## config.mk

```make
export PLATFORM = sky130hd
export DESIGN_NAME = cache_line_ctrl
export DESIGN_NICKNAME = d
export VERILOG_FILES = /design/src/rtl/cache_line_ctrl.sv
export SDC_FILE = /design/constraint.sdc
export NUM_CORES = 1
export LEC_CHECK = 0
export ABC_AREA = 1
export CORE_AREA = 2 2 500 502
export DETAILED_ROUTE_END_ITERATION = 16
export DIE_AREA = 0 0 502 504
export GPL_ROUTABILITY_DRIVEN = 0
export PLACE_DENSITY_LB_ADDON = 0.1
export SYNTH_ARGS = -nofsm -noshare
export SYNTH_HDL_FRONTEND = slang
export SYNTH_SLANG_ARGS = --single-unit
```

## constraint.sdc

```tcl
create_clock -name clk -period 2.9 [get_ports clk]
set_input_delay 0.29 -clock clk [delete_from_list [all_inputs] [get_ports clk]]
set_output_delay 0.29 -clock clk [all_outputs]
set_load 0.05 [all_outputs]
```

## src/rtl/cache_line_ctrl.sv

```systemverilog
// Direct-mapped cache line controller: probes the line array for CPU accesses,
// writes back dirty victims, refills a block one word per cycle and replays the access.
module cache_line_ctrl #(
    parameter int OFFSET_WIDTH = 3,
    parameter int INDEX_WIDTH  = 7,
    parameter int TAG_WIDTH    = 30 - OFFSET_WIDTH - INDEX_WIDTH,
    localparam int BLOCK_W     = 32 * (2 ** OFFSET_WIDTH)
) (
    input  logic                    clk,
    input  logic                    rst,
    input  logic                    cpu_req,
    input  logic                    cpu_we,
    input  logic [31:0]             cpu_addr,
    input  logic [3:0]              cpu_byte_en,
    input  logic [31:0]             cpu_wdata,
    output logic                    cpu_ready,
    output logic [31:0]             cpu_rdata,
    output logic                    line_enable,
    output logic                    line_cmp,
    output logic                    line_write,
    output logic [3:0]              line_byte_w_en,
    output logic                    line_valid_in,
    output logic [TAG_WIDTH-1:0]    line_tag,
    output logic [INDEX_WIDTH-1:0]  line_index,
    output logic [OFFSET_WIDTH-1:0] line_word_sel,
    output logic [31:0]             line_data_in,
    output logic [BLOCK_W-1:0]      line_block_in,
    input  logic                    line_hit,
    input  logic                    line_dirty,
    input  logic                    line_valid,
    input  logic [TAG_WIDTH-1:0]    line_tag_out,
    input  logic [31:0]             line_data_out,
    input  logic [BLOCK_W-1:0]      line_data_wb,
    output logic                    mem_req,
    output logic                    mem_we,
    output logic [31:0]             mem_addr,
    output logic [BLOCK_W-1:0]      mem_wdata,
    input  logic [BLOCK_W-1:0]      mem_rdata,
    input  logic                    mem_ack
);

    localparam int LOW_W   = OFFSET_WIDTH + 2;
    localparam int TAG_LSB = LOW_W + INDEX_WIDTH;
    localparam logic [OFFSET_WIDTH-1:0] CNT_LAST = {OFFSET_WIDTH{1'b1}};
    localparam logic [OFFSET_WIDTH-1:0] CNT_ONE  = {{(OFFSET_WIDTH-1){1'b0}}, 1'b1};

    typedef enum logic [2:0] {
        S_IDLE    = 3'd0,
        S_LOOKUP  = 3'd1,
        S_WB      = 3'd2,
        S_RD      = 3'd3,
        S_INSTALL = 3'd4,
        S_FILL    = 3'd5
    } state_t;

    state_t                  state_q, state_d;
    logic [31:2]             addr_q, addr_d;
    logic                    we_q, we_d;
    logic [3:0]              be_q, be_d;
    logic [31:0]             wdata_q, wdata_d;
    logic [OFFSET_WIDTH-1:0] count_q, count_d;
    logic [BLOCK_W-1:0]      fill_buf_q, fill_buf_d;
    logic                    cpu_ready_q, cpu_ready_d;
    logic [31:0]             cpu_rdata_q, cpu_rdata_d;
    logic                    mem_req_q, mem_req_d;
    logic                    mem_we_q, mem_we_d;
    logic [31:0]             mem_addr_q, mem_addr_d;
    logic [BLOCK_W-1:0]      mem_wdata_q, mem_wdata_d;

    logic [TAG_WIDTH-1:0]    tag_s;
    logic [INDEX_WIDTH-1:0]  index_s;
    logic [OFFSET_WIDTH-1:0] word_s;
    logic                    hit_s;
    logic                    unused_s;

    assign tag_s    = addr_q[31:TAG_LSB];
    assign index_s  = addr_q[TAG_LSB-1:LOW_W];
    assign word_s   = addr_q[LOW_W-1:2];
    assign hit_s    = line_hit & line_valid;
    assign unused_s = ^cpu_addr[1:0];

    assign cpu_ready = cpu_ready_q;
    assign cpu_rdata = cpu_rdata_q;
    assign mem_req   = mem_req_q;
    assign mem_we    = mem_we_q;
    assign mem_addr  = mem_addr_q;
    assign mem_wdata = mem_wdata_q;

    // Next-state, latched request and registered output computation; array controls are per-state.
    always_comb begin
        state_d        = state_q;
        addr_d         = addr_q;
        we_d           = we_q;
        be_d           = be_q;
        wdata_d        = wdata_q;
        count_d        = count_q;
        fill_buf_d     = fill_buf_q;
        cpu_ready_d    = 1'b0;
        cpu_rdata_d    = 32'h0000_0000;
        mem_req_d      = mem_req_q;
        mem_we_d       = mem_we_q;
        mem_addr_d     = mem_addr_q;
        mem_wdata_d    = mem_wdata_q;
        line_enable    = 1'b0;
        line_cmp       = 1'b1;
        line_write     = 1'b0;
        line_byte_w_en = 4'hF;
        line_valid_in  = 1'b1;
        line_tag       = tag_s;
        line_index     = index_s;
        line_word_sel  = word_s;
        line_data_in   = wdata_q;
        line_block_in  = fill_buf_q;
        case (state_q)
            S_IDLE: begin
                // cpu_req is still high during the ready pulse; don't re-accept it
                if (cpu_req && !cpu_ready_q) begin
                    addr_d  = cpu_addr[31:2];
                    we_d    = cpu_we;
                    be_d    = cpu_byte_en;
                    wdata_d = cpu_wdata;
                    state_d = S_LOOKUP;
                end else begin
                    state_d = S_IDLE;
                end
            end
            S_LOOKUP: begin
                line_enable    = 1'b1;
                line_cmp       = 1'b1;
                line_write     = we_q & hit_s;
                line_byte_w_en = be_q;
                if (hit_s) begin
                    cpu_ready_d = 1'b1;
                    cpu_rdata_d = we_q ? 32'h0000_0000 : line_data_out;
                    state_d     = S_IDLE;
                end else if (line_valid && line_dirty) begin
                    mem_req_d   = 1'b1;
                    mem_we_d    = 1'b1;
                    mem_addr_d  = {line_tag_out, index_s, {LOW_W{1'b0}}};
                    mem_wdata_d = line_data_wb;
                    state_d     = S_WB;
                end else begin
                    mem_req_d  = 1'b1;
                    mem_we_d   = 1'b0;
                    mem_addr_d = {tag_s, index_s, {LOW_W{1'b0}}};
                    state_d    = S_RD;
                end
            end
            S_WB: begin
                line_enable = 1'b1;
                line_cmp    = 1'b1;
                if (mem_ack) begin
                    mem_we_d   = 1'b0;
                    mem_addr_d = {tag_s, index_s, {LOW_W{1'b0}}};
                    state_d    = S_RD;
                end else begin
                    state_d = S_WB;
                end
            end
            S_RD: begin
                if (mem_ack) begin
                    fill_buf_d = mem_rdata;
                    mem_req_d  = 1'b0;
                    state_d    = S_INSTALL;
                end else begin
                    state_d = S_RD;
                end
            end
            S_INSTALL: begin
                line_enable = 1'b1;
                line_cmp    = 1'b0;
                line_write  = 1'b1;
                count_d     = {OFFSET_WIDTH{1'b0}};
                state_d     = S_FILL;
            end
            S_FILL: begin
                line_enable   = 1'b1;
                line_cmp      = 1'b0;
                line_write    = 1'b1;
                line_word_sel = count_q;
                if (count_q == CNT_LAST) begin
                    state_d = S_LOOKUP;
                end else begin
                    count_d = count_q + CNT_ONE;
                    state_d = S_FILL;
                end
            end
            default: begin
                mem_req_d = 1'b0;
                state_d   = S_IDLE;
            end
        endcase
    end

    // State and registered outputs; async reset aborts any transfer immediately.
    always_ff @(posedge clk or negedge rst) begin
        if (!rst) begin
            state_q     <= S_IDLE;
            addr_q      <= 30'h0000_0000;
            we_q        <= 1'b0;
            be_q        <= 4'h0;
            wdata_q     <= 32'h0000_0000;
            count_q     <= {OFFSET_WIDTH{1'b0}};
            fill_buf_q  <= {BLOCK_W{1'b0}};
            cpu_ready_q <= 1'b0;
            cpu_rdata_q <= 32'h0000_0000;
            mem_req_q   <= 1'b0;
            mem_we_q    <= 1'b0;
            mem_addr_q  <= 32'h0000_0000;
            mem_wdata_q <= {BLOCK_W{1'b0}};
        end else begin
            state_q     <= state_d;
            addr_q      <= addr_d;
            we_q        <= we_d;
            be_q        <= be_d;
            wdata_q     <= wdata_d;
            count_q     <= count_d;
            fill_buf_q  <= fill_buf_d;
            cpu_ready_q <= cpu_ready_d;
            cpu_rdata_q <= cpu_rdata_d;
            mem_req_q   <= mem_req_d;
            mem_we_q    <= mem_we_d;
            mem_addr_q  <= mem_addr_d;
            mem_wdata_q <= mem_wdata_d;
        end
    end

endmodule

```

* After elaboration in Yosys (flattened, before gate mapping) *
Index checks and enable logic that the tools add are counted.

storage, ports and cells
  register bits = 652
  output and inout port bits = 649

cells by class
  $add $sub $neg = 1
  equality and inequality tests = 10
  multiplexer cells = 29
  bitwise logic cells = 4
  reduce and logical (&&, ||, !) cells = 15

operator list
  operator             count
  $mux 32              6
  $pmux 32 s2          1
  $pmux 3 s6           1
  $mux 3               4
  $mux 1               11
  $eq 3x3->1 const B   3
  $reduce_and 3->1     3
  $ne 2x2->1 const B   4
  $reduce_or 4->1      2
  $eq 3x2->1 const B   2
  $pmux 3 s2           1
  $reduce_and 2->1     3
  $mux 4               1
  $pmux 1 s2           2
  $reduce_bool 2->1    2
  $add 3x1->3 const B  1
  $eq 3x1->1 const B   1
  $logic_not 3->1      1
  $pmux 1 s3           1
  $and 1x1->1          2
  $logic_and 1x1->1    2
  $mux 2               1
  $not 1->1            2
  $reduce_or 2->1      1
  $logic_not 1->1      1

* Longest topological paths before layout *
Gate-level depths: netlist of the first run.

  depth after elaboration = 4
  gate-level depth with buffers = 8

* Worst setup path before layout of the first run *
Ideal clock, no wire load.

  path kind = reg-to-output
  start point = register state_q[1]
  end point = output line_word_sel[0]
  arrival = 1958 ps
  data required time = 2610 ps
  setup slack = 652 ps
  stages on the path, launching flop included = 6
  buffers on the path = 0
  cells stage by stage = dfrtp_1 -> inv_2 -> nand2_1 -> nor2_1 -> inv_1 -> o21ai_0

on the way
  longest elaborated chain between the ends = 2

RTL lines
  element                 line  text
  start, declared         56    state_t state_q, state_d;
  start signal, assigned  212   state_q <= state_d;
  $eq 3x3->1              114   case (state_q)
  $mux 3                  114
  end, declared           25    output logic [OFFSET_WIDTH-1:0] line_word_sel,

No other way between the ends.

* Worst setup path after layout of the first run *
  start point = register state_q[2]
  end point = output line_byte_w_en[0]

on the way
  longest elaborated chain between the ends = 2

RTL lines
  element        line  text
  $eq 3x1->1     114
  $mux 4         114
  end, declared  21    output logic [3:0] line_byte_w_en,

No other way between the ends.

==> flow_summary.yaml, run 1 <==
global_routing:
  grt_overflow_total: 0
  grt_pass1_wl_mm: 247.0
  grt_pass1_vias: 26458
  antenna_found_initial: 81
  grt_start_max_net_pins: 114
  grtUsageTotal: 0.1414
synth:
  synthSimpleGateAreaFrac: 0.2983
  synth_mux_area_frac: 0
  synth-compound-area-share: 0.01488
  syn_area_per_cell_um2: 8.858
  syn_area_mm2: 0.02623
  synth_top_area_cell: "dfrtp_1"
  yosys_most_used_dff: "dfrtp_1"
  synth-async-reset-ratio: 1.000
  synth-seq-cells: 647
  synth_cell_types: 25
  synth_top_area_share: 0.6173
  synthCells: 2961
  synth_xor_area_frac: 0
  yosysWarningCount: 0
  synthAdderAreaFrac: 0.0009541
  synth_top_family_by_area: "simple AND/OR/NAND/NOR gates"
  synth-edff-count: 0
  ys_seq_area_frac: 0.6173
  synthTopCellsByArea: "dfrtp_1 (62%), nand2_1 (18%), nand3_1 (11%)"
clock_network:
  clk_pin_slew_worst_paths_ns: 0.06
  post-cts-setup-buffers: 0
  clock_sinks: 647
  cts-root-buf: "clkbuf_16"
  cts_tree: "yes"
  cts_inserted_buffers: 98
  clk-insertion-delay-late_ns: 0.74
  cts_htree_levels: 3
  clock_path_buffers: 3
route:
  drt-initial-drc-count: 1520
  drc: 0
  antenna_left: 0
  routed_via_density: 3.335
  routedWlPerCell_um: 24.01
  vias: 25636
  wl_mm: 184.6
  firstDrtPassIters: 5
worst_setup_path:
  critPathRequiredTime_ns: 2.61
  endpoint_kind: "primary output"
  worst-path-max-fanout: 9
  critPathLaunchType: "flip-flop"
  worstSetupPathType: "reg -> out"
  worstPathArrival_ns: 2.33
place:
  pre_cts_ws_ns: 0.2892
  port_buffers: 1280
  dp_cells: 7415
  dp_hpwl_mm: 142.8
timing:
  slew_viol_final: 0
  finalCritPeriodShare: 0.9037
  grt_setup_unrepaired: "no"
  final.setup.tns_ns: 0
  max_slew_margin: 0.3748
  fin_ws_ns: 0.2794
  finalHoldViolCount: 0
  tightest_slew_ns: 0.9378
  fin_skew_ns: 0.04989
  finalSetupViolations: 0
  max_freq_mhz: 381.6
  period_minus_slack_ns: 2.621
floorplanning:
  coreArea_mm2: 0.2475
  initial_core_util: 0.1060
  die_y_um: 504
  ioPinCount: 1289
  num_rows: 183
  die-area_mm2: 0.2530
  die_w_um: 502
run_status:
  status: "completed"
layout:
  area_growth_pct: 79.00
  final_cells: 7688
  layout_commonest_cell: "clkdlybuf4s50_1"
  layout_common_cells: "clkdlybuf4s50_1 (1264), nand2_1 (1262), dfrtp_1 (647), nand3_1 (565), inv_1 (111)"
  final_core_util: 0.1897
  drive_gt1_frac: 0.05854
  fin_nets: 4902
hold_path:
  hold_class: "in -> reg"
power:
  power_density_mw_per_mm2: 1277
  p_leak_nw: 21.39
  ir_drop_mv: 0.5242
job:
  maxCapViolCount: 0
## sequential cells by signal, indices dropped and copies added, names as in the netlist, 3 cells and up
register	flops
state_q	3
be_q	4
mem_wdata	256
line_data_in	32
count_q	3
mem_addr	27
cpu_rdata	32
addr_q	30
line_block_in	256
## timing repair
item | CTS | global route
endpoints found under the setup margin | 4 | 1
hold buffers | 75 | 0
resized for setup | 4 | 1
pin swaps | 0 | 0
hold endpoints to repair | 242 | 0
## where the power goes
group          switching (mW)  leakage (nW)  internal (mW)
sequential               2.44          8.17           12.9
combinational            23.0          11.6           9.39
clock                    5.13          1.57           7.04
total                    30.6          21.4           29.4
## logic make-up after synthesis
kind of cell / Yosys count
compound gates: 77
buf+inv: 352
fa+ha+maj: 2
other cells: 2
flops: 647
simple gates: 1881
## critical path, stage by stage (launching register included)
cell and delay [ns]:
dfrtp_1 0.41, inv_2 0.19, nand3_4 0.20, or2_2 0.33, dlygate4sd2_1 0.45
## Yosys cell counts (4+ instances only)
| master | count |
|---|---|
| or2_2 | 4 |
| buf_2 | 97 |
| inv_1 | 111 |
| nand2_1 | 1262 |
| nand3_1 | 565 |
| buf_6 | 20 |
| dfrtp_1 | 647 |
| buf_4 | 53 |
| o21ai_0 | 72 |
| nor2_1 | 42 |
| buf_1 | 6 |
| clkbuf_1 | 62 |
## stage by stage
step,power (mW),hold WS (ns),area (um^2)
floorplan,34.22,-0.005591,26240
global placement,48.54,0.2262,42910
detailed placement,48.50,0.2269,42910
CTS,61.40,0.00005385,46900
global route,63.30,0.03673,46910
finish,59.95,0.1039,46950
## cell type report
class | instances | area (um^2)
fillers | 27693 | 200600
flip-flops and latches | 647 | 16190
repair buffers | 1433 | 14580
multi-input cells | 1966 | 8295
well taps | 3330 | 4167
clock buffers | 150 | 2878
inverters | 114 | 435.4
clock inverters | 29 | 357.8
diodes | 19 | 47.55
## path summary, 6_finish.rpt
check / cells past startpoint / slack [ns] / start / to
worst max register to register: 5 / 0.59 / state_q[0] / line_block_in[199]
worst max-delay path: 4 / 0.28 / state_q[2] / line_byte_w_en[0]
min in group asynchronous: 3 / 0.57 / rst / line_block_in[29]
max in group asynchronous: 4 / 1.37 / rst / line_block_in[133]
worst min register to register: 2 / 0.47 / line_block_in[210] / line_block_in[210]
worst min-delay path: 3 / 0.10 / line_data_out[8] / cpu_rdata[8]
## layer usage
layer | vias to the layer above | global-route usage | share of wire
li1 | 11982 | - | -
met1 | 12405 | 0.1669 | 0.41
met2 | 964 | 0.2338 | 0.47
met3 | 237 | 0.06538 | 0.10
met4 | 48 | 0.02753 | 0.018
met5 | - | 0 | 0.0016
(Power assumes the default switching activity.)
==> run 2, diff against run 1 <==
--- a/config.mk
+++ b/config.mk
@@ -6,9 +6,9 @@
 export NUM_CORES = 1
 export LEC_CHECK = 0
 export ABC_AREA = 1
-export CORE_AREA = 2 2 500 502
+export CORE_AREA = 2 2 503 505
 export DETAILED_ROUTE_END_ITERATION = 16
-export DIE_AREA = 0 0 502 504
+export DIE_AREA = 0 0 505 507
 export GPL_ROUTABILITY_DRIVEN = 0
 export PLACE_DENSITY_LB_ADDON = 0.1
 export SYNTH_ARGS = -nofsm -noshare
==> constraint.sdc (replaced) <==
create_clock -name clk -period 2.75 [get_ports clk]
set_input_delay 0.275 -clock clk [delete_from_list [all_inputs] [get_ports clk]]
set_output_delay 0.275 -clock clk [all_outputs]
set_load 0.05 [all_outputs]
==> flow_summary.yaml, run 2 (synthesized netlist as in run 1, its figures left out) <==
run_status:
  status: "completed"
floorplanning:
  num_rows: 184
  initial_core_util: 0.1047
  die_y_um: 507
  ioPinCount: 1289
  die-area_mm2: 0.2560
  coreArea_mm2: 0.2505
  die_w_um: 505
layout:
  layout_commonest_cell: "nand2_1"
  drive_gt1_frac: 0.06041
  fin_nets: 4978
  layout_common_cells: "nand2_1 (1261), clkdlybuf4s50_1 (1255), dfrtp_1 (647), nand3_1 (565), dlygate4sd3_1 (145)"
  area_growth_pct: 82.02
  final_core_util: 0.1906
route:
  drt-initial-drc-count: 1376
  wl_mm: 188.8
  antenna_left: 0
  routedWlPerCell_um: 24.33
  firstDrtPassIters: 5
  drc: 0
  routed_via_density: 3.331
  vias: 25859
worst_setup_path:
  endpoint_kind: "primary output"
  crit_family: "buffers and inverters"
  crit_chain: "inv_2 > nand3_4 > or2_2 > dlygate4sd2_1"
  worst-path-buf-inv: 2
  worstSetupPathType: "reg -> out"
  rr_worst_depth: 7
  worstPathArrival_ns: 2.31
  path_depth: 4
  slowest_stage: "dlygate4sd2_1"
  cpPeakStageDelay_ns: 0.46
  worst-path-max-fanout: 9
  critPathLaunchType: "flip-flop"
  critPathRequiredTime_ns: 2.48
timing:
  period_minus_slack_ns: 2.588
  slew_viol_final: 0
  tightest_slew_ns: 1.077
  whs_ns: 0.09995
  fin_ws_ns: 0.1621
  finalHoldViolCount: 0
  finalCritPeriodShare: 0.9411
  finalSetupViolations: 0
  fin_skew_ns: 0.04872
  max_freq_mhz: 386.4
  grt_setup_unrepaired: "no"
  final.setup.tns_ns: 0
  max_slew_margin: 0.2817
clock_network:
  cts_htree_levels: 3
  clock_sinks: 647
  cts_inserted_buffers: 95
  clk_pin_slew_worst_paths_ns: 0.06
  clock_path_buffers: 3
  cts-root-buf: "clkbuf_16"
  post-cts-setup-buffers: 0
  cts_tree: "yes"
  clk-insertion-delay-late_ns: 0.71
power:
  total_power_mw: 63.98
  p_leak_nw: 21.74
  power_density_mw_per_mm2: 1340
  ir_drop_mv: 0.5476
place:
  port_buffers: 1280
  dp_hpwl_mm: 148.7
  pre_cts_ws_ns: 0.03803
global_routing:
  grt_overflow_total: 0
  antenna_found_initial: 80
  grt_start_max_net_pins: 155
  grt_pass1_wl_mm: 252.7
  grtUsageTotal: 0.1428
  grt_pass1_vias: 26928
job:
  maxCapViolCount: 0
hold_path:
  hold_class: "in -> async"
==> run 2: timing repair <==
item | in CTS | in global routing
endpoints found under the hold margin | 340 | 0
cloned | 0 | 0
resized for setup | 6 | 1
hold buffers | 145 | 0
endpoints found under the setup margin | 5 | 3
==> run 2: cell type report <==
class,count,area [um^2]
antenna,11,27.53
clock inverter,23,410.4
inverter,114,435.4
clock buffer,141,2791
sequential,647,16190
tap,3348,4189
timing repair buffer,1512,15390
multi-input combinational,1966,8307
fill,28033,202700
==> run 2: worst paths after layout <==
kind	slack [ns]	to	from
max	0.16	line_byte_w_en[0]	state_q[2]
min	0.1	line_block_in[36]	rst
max reg2reg	0.43	line_block_in[75]	state_q[0]
min reg2reg	0.47	mem_wdata[216]	mem_wdata[216]
max in group asynchronous	1.57	line_block_in[170]	rst
min in group clk	0.10	line_data_in[7]	cpu_wdata[7]
==> run 2: power by group <==
part	total, mW	switching, mW	internal, mW
Sequential	16.3	2.68	13.6
Combinational	34.8	24.7	10.1
Clock	12.9	5.30	7.59
Total	64.0	32.7	31.3
==> run 2: worst register-to-register path: cells and delay by family (launching register included) <==
| kind | cells | cell delay, ns |
|---|---|---|
| buf+inv | 3 | 1.07 |
| simple gates | 4 | 0.70 |
| flops | 1 | 0.53 |
==> run 2: stage by stage <==
step | cell area, um^2 | cells
6_report | 47740 | 7762
5_1_grt | 47720 | 7755
4_1_cts | 47710 | 7751
3_5_place_dp | 43060 | 7442
3_3_place_gp | 43060 | 7442
2_1_floorplan | 26240 | 2965
==> run 2: per-layer routing <==
| metal | wire, um | GRT usage | vias up |
|---|---|---|---|
| met3 | 19340 | 0.06622 | 261 |
| met5 | 209 | 0 | - |
| met4 | 3462 | 0.02553 | 32 |
| li1 | - | - | 12101 |
| met2 | 88800 | 0.2375 | 1030 |
| met1 | 77030 | 0.1688 | 12435 |
